$ cat src/rtl/sync_sample_tagger.sv
// Tags decimated samples with {sync_error, sync_counter} once host-aligned, into a FWFT FIFO.
// Push-to-out_valid latency 1 cycle; a push into a full FIFO without a same-cycle pop is dropped and counted.
module sync_sample_tagger #(
  parameter int DATA_WIDTH   = 24,
  parameter int COUNTER_SIZE = 19,
  parameter int FIFO_DEPTH   = 8,
  parameter int FIFO_ADDR    = 3
) (
  input  logic                                 clk,
  input  logic                                 reset,
  input  logic                                 enable,
  input  logic                                 sample_valid,
  input  logic [DATA_WIDTH-1:0]                sample_data,
  input  logic [COUNTER_SIZE-1:0]              sync_counter,
  input  logic                                 sync_error,
  input  logic                                 clear_overflow,
  output logic                                 out_valid,
  input  logic                                 out_ready,
  output logic [COUNTER_SIZE+DATA_WIDTH:0]     out_data,
  output logic [FIFO_ADDR:0]                   fifo_level,
  output logic                                 aligned,
  output logic                                 overflow,
  output logic [7:0]                           drop_count
);

  localparam int W = 1 + COUNTER_SIZE + DATA_WIDTH;
  localparam logic [FIFO_ADDR:0] FULL_LVL = (FIFO_ADDR+1)'(FIFO_DEPTH);

  typedef enum logic {
    S_WAIT_ALIGN = 1'b0,
    S_RUN        = 1'b1
  } state_t;

  state_t                 state_q, state_d;
  logic [W-1:0]           mem_q [FIFO_DEPTH];
  logic [W-1:0]           mem_d [FIFO_DEPTH];
  logic [FIFO_ADDR-1:0]   wr_ptr_q, wr_ptr_d;
  logic [FIFO_ADDR-1:0]   rd_ptr_q, rd_ptr_d;
  logic [FIFO_ADDR:0]     level_q, level_d;
  logic                   overflow_q, overflow_d;
  logic [7:0]             drop_count_q, drop_count_d;

  logic tag_en;
  logic push_req;
  logic push;
  logic pop;
  logic drop;

  always_comb begin
    state_d = state_q;
    case (state_q)
      S_WAIT_ALIGN: if (enable && (sync_counter == '0)) state_d = S_RUN;
      S_RUN:        if (!enable) state_d = S_WAIT_ALIGN;
      default:      state_d = S_WAIT_ALIGN;
    endcase
  end

  always_comb begin
    // The alignment cycle itself already carries a valid (counter 0) timestamp.
    tag_en   = (state_q == S_RUN) || (enable && (sync_counter == '0));
    push_req = sample_valid && tag_en;
    pop      = out_ready && (level_q != '0);
    push     = push_req && ((level_q < FULL_LVL) || pop);
    drop     = push_req && !push;

    mem_d    = mem_q;
    wr_ptr_d = wr_ptr_q;
    rd_ptr_d = rd_ptr_q;
    level_d  = level_q;

    if (push) begin
      mem_d[wr_ptr_q] = {sync_error, sync_counter, sample_data};
      wr_ptr_d        = wr_ptr_q + 1'b1;
    end
    if (pop) begin
      rd_ptr_d = rd_ptr_q + 1'b1;
    end
    case ({push, pop})
      2'b10:   level_d = level_q + 1'b1;
      2'b01:   level_d = level_q - 1'b1;
      default: level_d = level_q;
    endcase

    overflow_d   = overflow_q;
    drop_count_d = drop_count_q;
    if (clear_overflow) begin
      overflow_d   = drop;
      drop_count_d = drop ? 8'd1 : 8'd0;
    end else if (drop) begin
      overflow_d = 1'b1;
      if (drop_count_q != 8'hFF) drop_count_d = drop_count_q + 8'd1;
    end
  end

  always_ff @(posedge clk) begin
    if (reset) begin
      state_q      <= S_WAIT_ALIGN;
      wr_ptr_q     <= '0;
      rd_ptr_q     <= '0;
      level_q      <= '0;
      overflow_q   <= 1'b0;
      drop_count_q <= 8'd0;
    end else begin
      state_q      <= state_d;
      wr_ptr_q     <= wr_ptr_d;
      rd_ptr_q     <= rd_ptr_d;
      level_q      <= level_d;
      overflow_q   <= overflow_d;
      drop_count_q <= drop_count_d;
    end
  end

  // Storage needs no reset: emptiness is tracked entirely by level_q.
  always_ff @(posedge clk) begin
    mem_q <= mem_d;
  end

  assign out_valid  = (level_q != '0);
  assign out_data   = out_valid ? mem_q[rd_ptr_q] : '0;
  assign fifo_level = level_q;
  assign aligned    = (state_q == S_RUN);
  assign overflow   = overflow_q;
  assign drop_count = drop_count_q;

endmodule

$ cat config.mk
export PLATFORM = sky130hd
export DESIGN_NAME = sync_sample_tagger
export DESIGN_NICKNAME = d
export VERILOG_FILES = /design/src/rtl/sync_sample_tagger.sv
export SDC_FILE = /design/constraint.sdc
export NUM_CORES = 1
export LEC_CHECK = 0
export ABC_AREA = 0
export CAP_MARGIN = 25
export CELL_PAD_IN_SITES_DETAIL_PLACEMENT = 1
export CELL_PAD_IN_SITES_GLOBAL_PLACEMENT = 2
export CORE_ASPECT_RATIO = 0.6
export CORE_MARGIN = 2
export CORE_UTILIZATION = 45
export DETAILED_ROUTE_END_ITERATION = 8
export GPL_ROUTABILITY_DRIVEN = 0
export PLACE_DENSITY_LB_ADDON = 0.2
export SYNTH_ARGS = -nofsm -noshare
export SYNTH_HDL_FRONTEND = slang
export SYNTH_SLANG_ARGS = --single-unit
$ cat constraint.sdc
create_clock -name clk -period 6.14 [get_ports clk]
set_input_delay 0.614 -clock clk [delete_from_list [all_inputs] [get_ports clk]]
set_output_delay 0.614 -clock clk [all_outputs]
set_load 0.05 [all_outputs]
## Word level (Yosys, flattened, before mapping)

Cells that the tools add are included.

- Equality and inequality tests: 3
- Bitwise logic cells: 3
- Mux-type cells: 17
- Reduce and logical (&&, ||, !) cells: 15
- $add $sub $neg: 5
- Order comparisons: 4

Operator list:

| operator | number |
|---|---|
| $bwmux 352 | 1 |
| $mux 44 | 4 |
| $bmux 44 s3 | 1 |
| $demux 44 s3 | 1 |
| $mux 8 | 3 |
| $logic_not 19->1 | 1 |
| $add 8x1->8 const B | 1 |
| $ge 4x4->1 const B | 2 |
| $ne 8x8->1 const B | 1 |
| $not 3->4 | 2 |
| $pmux 4 s2 | 1 |
| $add 3x1->3 const B | 2 |
| $logic_and 1x1->1 | 6 |
| $reduce_bool 2->1 | 3 |
| $mux 1 | 5 |
| $add 4x1->4 const B | 1 |
| $lt 4x1->1 const B | 1 |
| $lt 4x4->1 const B | 1 |
| $reduce_bool 4->1 | 1 |
| $sub 4x1->4 const B | 1 |
| $eq 2x1->1 const B | 1 |
| $eq 2x2->1 const B | 1 |
| $logic_or 1x1->1 | 2 |
| $pmux 1 s2 | 1 |
| other kinds (3) | 3 |

- Logic and storage cells: 61
- Input bits: 50
- Output and inout bits: 59
- Flip-flop bits (word level): 372

## Logic depth before layout (Yosys ltp)

- Word-level depth: 9
- Depth in mapped cells: 12
- Gate-level depth less buffers: 11

## Worst setup path before layout

No wires, ideal clock.

- Path type: input -> register
- Start point: input sync_counter[13]
- End point: register mem_q[132] in the netlist's numbering, enable pin
- Setup slack: 0.860 ns
- Arrival: 4.780 ns
- Path buffers: 0
- Stages on the path: 5
- Setup time: 0.500 ns
- Cell sequence: nor4_1 > nand3_1 > o31ai_2 > nand3_1 > nor3_1

- Cells in the longest elaborated chain, start to end: 5

Ends and longest elaborated chain:

| item | line | source |
|---|---|---|
| start, declared | 14 | `input logic [COUNTER_SIZE-1:0] sync_counter,` |
| $logic_not 19->1 | 60 | `tag_en = (state_q == S_RUN) \|\| (enable && (sync_counter == '0));` |
| $logic_and 1x1->1 | 60 |  |
| $logic_or 1x1->1 | 60 |  |
| $logic_and 1x1->1 | 61 | `push_req = sample_valid && tag_en;` |
| $logic_and 1x1->1 | 63 | `push = push_req && ((level_q < FULL_LVL) \|\| pop);` |
| end signal, assigned | 115 | `mem_q <= mem_d;` |
| end, declared | 35 | `logic [W-1:0] mem_q [FIFO_DEPTH];` |

No other way between the ends.
A chain may end at the register's enable or synchronous reset.

## Worst setup path in the final report

- Start point: register rd_ptr_q[0]
- End point: output out_data[5]

- Cells in the longest elaborated chain, start to end: 5

Ends and longest elaborated chain:

| item | line | source |
|---|---|---|
| start, declared | 38 | `logic [FIFO_ADDR-1:0] rd_ptr_q, rd_ptr_d;` |
| start signal, assigned | 106 | `rd_ptr_q <= rd_ptr_d;` |
| $not 3->4 (implied by the code) | 119 | `assign out_data = out_valid ? mem_q[rd_ptr_q] : '0;` |
| $bmux 44 s3 | 119 |  |
| $mux 44 (implied by the code) (2 in a row) | 119 |  |
| $mux 44 | 119 |  |
| end, declared | 19 | `output logic [COUNTER_SIZE+DATA_WIDTH:0] out_data,` |

No other way between the ends. The select of a mux whose other input is x is not followed.

==> reports/results.ini <==
[sta]
final-max-slew-violation-count=0
period_share_pct=71.41
period_minus_slack_ps=4384
maxClockFrequency_mhz=228.1
rsz0062_at_grt=false
tns_ps=0
setup_viol=0
worst_pin_slew_ps=1028
max_slew_margin_pct=31.46
finalHoldViolCount=0
skew_ps=12.42

[detailed_routing]
drcViolationCount=0
routed_wl_um=32560
dr.pass1.iters=5
vias=7216
drt-vias-per-instance=5.682
wl_per_cell_um=25.64
ant_nets=0
drt-initial-drc-count=409

[grt]
antenna_found_initial=0
grt-ovfl-total=0
grt_max_degree=65
grt_pass1_wl_um=50230
grt_usage_pct=20.07
grt_pass1_vias=7923

[floorplan]
die-area_um2=33650
num_io_pins=109
die_width_um=235.5
die_h_um=142.9
core_area_um2=31410
start_util_pct=46.08
fp-row-count=50

[power_and_ir_drop]
ir_drop_mv=0.1538
power.total_uw=4877
power.leakage_uw=0.005141
cell_internal_pwr_uw=3938
p_per_area_nw_per_um2=284.2
p_comb_share_pct=1.5
p_seq_share_pct=56.8
p_sw_share_pct=19.26
p_sw_uw=939.5
pwr-share-clk_pct=41.7

[min_path]
min_from=drop_count[6]
hold_path_class=reg2reg
min_to=drop_count[6]
hold_path_depth=2

[clock_network]
htree_levels=2
ctsHoldBuffers=0
cts-root-buf=clkbuf_16
cts_made_buffers=36
cts_buffer_depth=3
clk_latency_ps=510
clock-sinks=372
path_clk_slew_ps=60
cts_tree=built
cts_post_setup_buffers_inserted=0
cts_resized=0

[worst_setup_path]
cp.arrival_ps=3770
cp_data_required_time_ps=5530
cp-startpoint=rd_ptr_q[0]
endpoint_kind=output pin
critical_path.startpoint_type=flip-flop
path_class=reg2out
r2r_setup_slack_ps=2920
reg2reg_to=fifo_level[2]
r2r_cells=11
crit_fanout=44
regToRegStartpoint=fifo_level[3]

[yosys]
syn_nets=761
postSynthCellCount=705
netlist_area_um2=14470
synthArstFlopShare_pct=0
ys_warn_count=0
synth.distinct_cells=39
avgSynthCellArea_um2=20.53
synth.ff_latch_count=372
yosysSeqAreaShare_pct=75.81
synth_ff_type=edfxtp_1
synth_edf_count=352

[placed_design]
post-dp-hpwl_um=19110
io_buffers=108

[run_status]
status=complete, no violations

[final_layout]
fin_nets=889
mostFrequentLayoutCell=edfxtp_1
final_cell_mix=edfxtp_1, clkdlybuf4s50_1, mux4_2
fillers=2778
drive_gt1_share_pct=19.91
num_antenna_cells=0
syn_to_final_growth_pct=18.62

[run]
cap_violations=0

## synthesized netlist by cell type (6+ instances only)
| cell | number | area (µm²) |
|---|---|---|
| nor2_1 | 63 | 236.5 |
| ha_1 | 6 | 75.07 |
| nand3_1 | 10 | 50.05 |
| a21oi_1 | 11 | 55.05 |
| o21ai_0 | 7 | 35.03 |
| edfxtp_1 | 352 | 10570 |
| nand2_1 | 13 | 48.80 |
| dfxtp_1 | 20 | 400.4 |
| clkbuf_1 | 21 | 78.83 |
| mux2i_1 | 47 | 470.5 |
| mux4_2 | 88 | 1982 |
| buf_2 | 12 | 60.06 |
## logic make-up after synthesis
logic type	after synthesis	synth area share [%]
XOR/XNOR	5	0.3026
AO/OA/AOI/OAI	27	1.159
flip-flops	372	75.81
AND/OR/NAND/NOR	123	4.142
buffers and inverters	36	1.038
adder cells (fa/ha/maj)	6	0.5188
multiplexers	136	17.03
## worst max path at each step
stage	slack (ps)	endpoint	cells past startpoint
6_report	1760	out_data[5]	5
5_1_grt	1440	out_data[5]	5
4_1_cts	1590	out_data[5]	5
3_5_place_dp	1540	mem_q[107]	7
3_3_place_gp	1650	mem_q[266]	7
2_1_floorplan	860	mem_q[132]	5
## layout make-up
type,instances,area [µm²],share of cell area [%]
Clock inverter,15,92.59,0.5394
Tap cell,416,520.5,3.033
Multi-Input combinational cell,297,3405,19.84
Clock buffer,44,952.2,5.547
Sequential cell,372,10980,63.98
Timing Repair Buffer,125,1209,7.042
Inverter,1,3.754,0.02187
## flip-flops by register name, indices dropped and copies added (netlist names)
| signal | count |
|---|---|
| overflow | 1 |
| fifo_level | 4 |
| aligned | 1 |
| wr_ptr_q | 3 |
| mem_q | 352 |
| rd_ptr_q | 3 |
| drop_count | 8 |
## through the flow
step	instance area (µm²)	hold WS [ps]	cells	util (%)	worst slack, ps
final	17160	499.6	1270	54.65	1756
after global routing	17160	520.8	1270	54.65	1437
after CTS	17160	504.6	1270	54.65	1586
after detailed placement	16120	494.9	1211	51.33	1544
after global placement	16120	478.7	1211	51.33	1651
after floorplan	14470	515.9	705	-	860.1
## power by group through the flow
stage,sequential [µW],clock [µW],combinational (µW)
5_1_grt,2770,2180,77.1
2_1_floorplan,2830,0,4.49
3_3_place_gp,2820,0,66.2
4_1_cts,2770,2090,71.6
3_5_place_dp,2820,0,71.6
6_report,2770,2040,71.1
## layer usage
metal / vias up / part of all wire, % / wire length, µm / GRT usage (%)
li1: 3141 / - / - / -
met1: 3878 / 47 / 15370 / 29.24
met2: 157 / 47 / 15440 / 32.36
met3: 40 / 4.1 / 1324 / 3.306
met4: 0 / 1.3 / 437 / 4.224
met5: - / 0 / 0 / 0
## critical path, stage by stage, from the launching register on
cell             delay [ps]
dfxtp_4                 950
buf_4                   580
mux4_2                  590
mux2i_1                 280
nor2_1                   90
clkdlybuf4s50_1         730
Power figures use the tool's default switching activity.
